`src/rtl/control_unit.sv`:
```
// Multi-cycle control unit for an 8-bit accumulator machine: fetches from a
// synchronous-read ROM, decodes one/two-byte instructions and drives the ALU.
package control_unit_pkg;
   localparam logic [2:0] moveCode      = 3'd0;
   localparam logic [2:0] incrementCode = 3'd1;
   localparam logic [2:0] addCode       = 3'd2;
   localparam logic [2:0] subCode       = 3'd3;
   localparam logic [2:0] andCode       = 3'd4;
   localparam logic [2:0] orCode        = 3'd5;
   localparam logic [2:0] xorCode       = 3'd6;
   localparam logic [2:0] notCode       = 3'd7;
endpackage

module control_unit
   import control_unit_pkg::*;
(
   input  logic       clk,
   input  logic       rst,
   input  logic       start,
   output logic [7:0] pc,
   input  logic [7:0] instr,
   output logic [2:0] aluOpe,
   output logic [7:0] data,
   output logic       acc_we,
   input  logic       acc_zero,
   output logic       halted,
   output logic       illegal
);

   localparam logic [2:0] FETCH   = 3'd0;
   localparam logic [2:0] DECODE  = 3'd1;
   localparam logic [2:0] OPWAIT  = 3'd2;
   localparam logic [2:0] EXECUTE = 3'd3;
   localparam logic [2:0] HALT    = 3'd4;

   function automatic logic is_two_byte(input logic [3:0] op);
      return ((op >= 4'h1) && (op <= 4'h6)) || (op == 4'h9) || (op == 4'hA);
   endfunction

   function automatic logic is_alu(input logic [3:0] op);
      return (op >= 4'h1) && (op <= 4'h8);
   endfunction

   function automatic logic is_illegal(input logic [3:0] op);
      return (op >= 4'hB) && (op <= 4'hE);
   endfunction

   function automatic logic [2:0] alu_code(input logic [3:0] op);
      logic [2:0] code;
      case (op)
         4'h1:    code = moveCode;
         4'h2:    code = addCode;
         4'h3:    code = subCode;
         4'h4:    code = andCode;
         4'h5:    code = orCode;
         4'h6:    code = xorCode;
         4'h7:    code = incrementCode;
         4'h8:    code = notCode;
         default: code = moveCode;
      endcase
      return code;
   endfunction

   logic [2:0] state_r, state_next_s;
   logic [7:0] pc_r, pc_next_s;
   logic [7:0] ir_r;
   logic       illegal_r;
   logic [3:0] ir_op_s;
   logic [3:0] instr_op_s;
   logic       execute_s;
   logic       unused_ir_s;

   assign ir_op_s     = ir_r[7:4];
   assign instr_op_s  = instr[7:4];
   assign execute_s   = (state_r == EXECUTE);
   assign unused_ir_s = ^ir_r[3:0];

   // Next-state and next-pc; in EXECUTE of a two-byte op, instr is the operand
   always_comb begin
      state_next_s = state_r;
      pc_next_s    = pc_r;
      case (state_r)
         FETCH: state_next_s = DECODE;
         DECODE: begin
            pc_next_s = pc_r + 8'd1;
            if (is_two_byte(instr_op_s)) begin
               state_next_s = OPWAIT;
            end else if (instr_op_s == 4'hF) begin
               state_next_s = HALT;
            end else begin
               state_next_s = EXECUTE;
            end
         end
         OPWAIT: state_next_s = EXECUTE;
         EXECUTE: begin
            state_next_s = FETCH;
            if (ir_op_s == 4'h9) begin
               pc_next_s = instr;
            end else if (ir_op_s == 4'hA) begin
               pc_next_s = acc_zero ? instr : pc_r + 8'd1;
            end else if (is_two_byte(ir_op_s)) begin
               pc_next_s = pc_r + 8'd1;
            end else begin
               pc_next_s = pc_r;
            end
         end
         HALT: begin
            if (start) begin
               state_next_s = FETCH;
            end else begin
               state_next_s = HALT;
            end
         end
         default: state_next_s = HALT;
      endcase
   end

   // State, pc, instruction register and sticky illegal flag
   always_ff @(posedge clk) begin
      if (rst) begin
         state_r   <= HALT;
         pc_r      <= 8'h00;
         ir_r      <= 8'h00;
         illegal_r <= 1'b0;
      end else begin
         state_r <= state_next_s;
         pc_r    <= pc_next_s;
         if (state_r == DECODE) begin
            ir_r <= instr;
         end
         if ((state_r == DECODE) && is_illegal(instr_op_s)) begin
            illegal_r <= 1'b1;
         end
      end
   end

   // Reset gates acc_we so a commit cannot slip through on the reset edge
   always_comb begin
      acc_we = execute_s && is_alu(ir_op_s) && !rst;
      aluOpe = alu_code(ir_op_s);
      if (execute_s && (ir_op_s >= 4'h1) && (ir_op_s <= 4'h6)) begin
         data = instr;
      end else begin
         data = 8'h00;
      end
   end

   assign pc      = pc_r;
   assign halted  = (state_r == HALT);
   assign illegal = illegal_r;

endmodule

```
`config.mk`:
```
export PLATFORM = sky130hd
export DESIGN_NAME = control_unit
export DESIGN_NICKNAME = d
export VERILOG_FILES = /design/src/rtl/control_unit.sv
export SDC_FILE = /design/constraint.sdc
export NUM_CORES = 1
export LEC_CHECK = 0
export ABC_AREA = 1
export BUFFER_PORTS_ARGS = -buffer_cell sky130_fd_sc_hd__buf_4
export CAP_MARGIN = 15
export CORE_ASPECT_RATIO = 0.7
export CORE_MARGIN = 4
export CORE_UTILIZATION = 45
export CTS_BUF_LIST = sky130_fd_sc_hd__clkbuf_4 sky130_fd_sc_hd__clkbuf_8
export CTS_CLUSTER_SIZE = 14
export DETAILED_ROUTE_END_ITERATION = 10
export PLACE_DENSITY = 0.7
export SLEW_MARGIN = 20
export SYNTH_ARGS = -nofsm -noshare
export SYNTH_HDL_FRONTEND = slang
export SYNTH_SLANG_ARGS = --single-unit
```
`constraint.sdc`:
```
create_clock -name clk -period 1.5 [get_ports clk]
set_clock_uncertainty 0.2 [all_clocks]
set_input_delay 0 -clock clk [delete_from_list [all_inputs] [get_ports clk]]
set_output_delay 0 -clock clk [all_outputs]
set_load 0.01 [all_outputs]
```
==> results.toml <==
[outcome]
status = "finished, violations left"
violations = "negative setup slack"

[synth]
ys_ff_latch = 19
synth_adder_area_share = 0.0101
syn_area_mm2 = 0.00123
syn_nets = 207
syn_inst = 194
avgSynthCellArea_um2 = 6.37
ys_warn_count = 0
netlist.area_leader.share = 0.308
yosys-top-cells-area = "dfxtp_1 (31%), nand2_1 (15%), nor2_1 (9.1%)"
synth_top_area_cell = "dfxtp_1"
synthSimpleGateAreaFrac = 0.459
synth_xor_area_frac = 0.0142
synth_top_family_by_area = "simple AND/OR/NAND/NOR gates"
synth_mux_area_frac = 0
synth_compound_area_frac = 0.105
seq_area_frac_synth = 0.308
synth.distinct_cells = 26

[sta]
setup_violations = 20
tns_ns = -2.12
maxSlewViolCount = 0
hold-worst-slack_ns = 0.115
fmax_mhz = 595
rsz0062_at_grt = "true"
slew_headroom = 0.838
min_period_ns = 1.68
finalWorstSetupSlack_ns = -0.182
tightest_slew_ns = 0.242
hold_violations = 0
post-route-period-util = 1.12

[clock_network]
cts.path.max_buffers = 2
cts_root_buffer = "clkbuf_8"
path_clk_slew_ns = 0.08
cts_htree_levels = 1
cts_tree = "done"
cts-buffers-inserted = 3
cts.sinks = 19
clk-insertion-delay-late_ns = 0.26

[placement]
dp_hpwl_um = 2750
place_ws_ns = -0.0364
place_area_mm2 = 0.00161
gp_congestion = 0.864
io_buffer_count = 33
dpl.cell_count = 273

[critical_path]
endpoint_kind = "register"
path_max_fanout = 5
cp.arrival_ns = 1.64
cp.required_ns = 1.46
worst-setup-path-type = "register to register"
crit_path_start_kind = "register"

[drt]
wl_per_cell_um = 17.6
postRouteAntennaNets = 0
initialDrtViolationCount = 186
post-route-drc-count = 0
vias_per_cell = 5.64
drt-total-wl_um = 5410
drt_pass1_iterations = 5
vias = 1730

[pwr]
powerDensity_mw_per_mm2 = 578
p_leak_nw = 0.985
vdd_ir_drop_max_mv = 0.423

[cells_and_area]
stdcell_area_mm2 = 0.00222
fillers = 117
layout.nets = 287
areaGrowthSynthToFinish_pct = 80.0
post_route_cells_drive_above_1_share = 0.571
fin_cells = 307
antennaDiodeCount = 0

[global_route]
grt_pass1_wl_um = 6900
grt_pass1_vias = 1468
grtUsageTotal = 0.238
grt_max_degree = 12
grt-ovfl-total = 0
grt_antenna_before_repair = 0

[floorplanning]
die_w_um = 70.6
rows = 15
die_area_mm2 = 0.00366
core-area_mm2 = 0.00253
die_h_um = 51.8
initial_core_util = 0.487
io_pins = 34

[hold_path]
worst_hold_path_type = "input pin to register"

[flow_run]
maxCapViolCount = 0
critical path, stage by stage, from the launching register on:
cell and delay (ns):
dfxtp_2 0.36, nor2_2 0.18, nand2_2 0.14, nand3_4 0.15, nor2_4 0.07, nor2_4 0.17, nand2_1 0.07, nor2_1 0.16
nor2_1 0.08
layout by cell type, fill, tap and decap left out, drive strengths merged, types with 6 or more instances in the layout:
master       netlist  routed
inv               27      26
nand2             54      55
dlygate4sd3        0       9
buf                2      66
nor2              39      40
dfxtp             19      19
o21ai              6       6
a21oi             11      11
nand3             22      22
stage by stage:
step,power [mW],utilization
4_1_cts,1.20,0.787
5_1_grt,1.33,0.878
2_1_floorplan,0.669,-
3_3_place_gp,0.761,0.635
6_report,1.29,0.878
3_5_place_dp,0.766,0.635
logic make-up (layout without fill, tap and decap cells):
group	after synthesis	after routing
AOI/OAI and AO/OA	21	21
xor gates and xnor gates	2	2
and+or+nand+nor	121	123
buffers and inverters	30	107
DFF	19	19
adders and majority gates	1	1
Yosys cell counts:
| master | instances |
|---|---|
| inv_1 | 24 |
| nand4_1 | 2 |
| nor2_1 | 30 |
| o21ai_2 | 1 |
| buf_6 | 2 |
| dfxtp_1 | 19 |
| inv_2 | 3 |
| nand4_2 | 1 |
| nor2_2 | 5 |
| nand3_2 | 1 |
| nor3_1 | 3 |
| o21ai_4 | 1 |
| o2111ai_1 | 1 |
| o211ai_1 | 1 |
| o21ai_0 | 4 |
| ha_1 | 1 |
| xor2_1 | 2 |
| clkinv_1 | 1 |
| a21oi_1 | 11 |
| nand2_2 | 2 |
| nand2_1 | 50 |
| a31oi_1 | 1 |
| o21bai_1 | 1 |
| nand2_4 | 2 |
| nand3_1 | 21 |
| nor2_4 | 4 |
area by class of cell:
cell class                      count  area [um2]  share of cell area
Tap cell                           34        42.5              0.0191
Inverter                           28         120              0.0540
Sequential cell                    19         397               0.178
Multi-Input combinational cell    147        1020               0.458
Clock buffer                        3        41.3              0.0186
Timing Repair Buffer               75         601               0.270
Clock inverter                      1        5.00             0.00225
final timing paths:
check	start	endpoint	slack, ns	cells past startpoint
min reg2reg	illegal$_SDFFE_PP0P_	illegal$_SDFFE_PP0P_	0.31	2
max reg2reg	ir_r[5]$_SDFFE_PP0P_	pc[1]$_SDFFE_PP0P_	-0.18	8
max	ir_r[5]$_SDFFE_PP0P_	pc[1]$_SDFFE_PP0P_	-0.18	8
min	instr[2]	pc[2]$_SDFFE_PP0P_	0.11	7
per-layer routing:
metal	GRT usage	wire (um)
met5	0	0
met1	0.310	2270
met4	0.0469	56
met3	0.0502	464
met2	0.413	2620
what timing repair did:
item,CTS,global route
hold endpoints to repair,14,0
cloned,1,1
resized for setup,49,49
pin swaps,19,22
setup endpoints to repair,20,21
hold buffers,9,0
buffers inserted,12,7
flip-flops by register name, summed over array words and instances (netlist names):
signal and count:
state_r 3, pc 8, ir_r 4, aluOpe 3, illegal 1
power by group:
group | switching [mW] | internal, mW | total, mW
clock | 0.187 | 0.185 | 0.372
combinational | 0.203 | 0.165 | 0.368
sequential | 0.0206 | 0.525 | 0.546
total | 0.410 | 0.876 | 1.29
(Power assumes the default switching activity.)
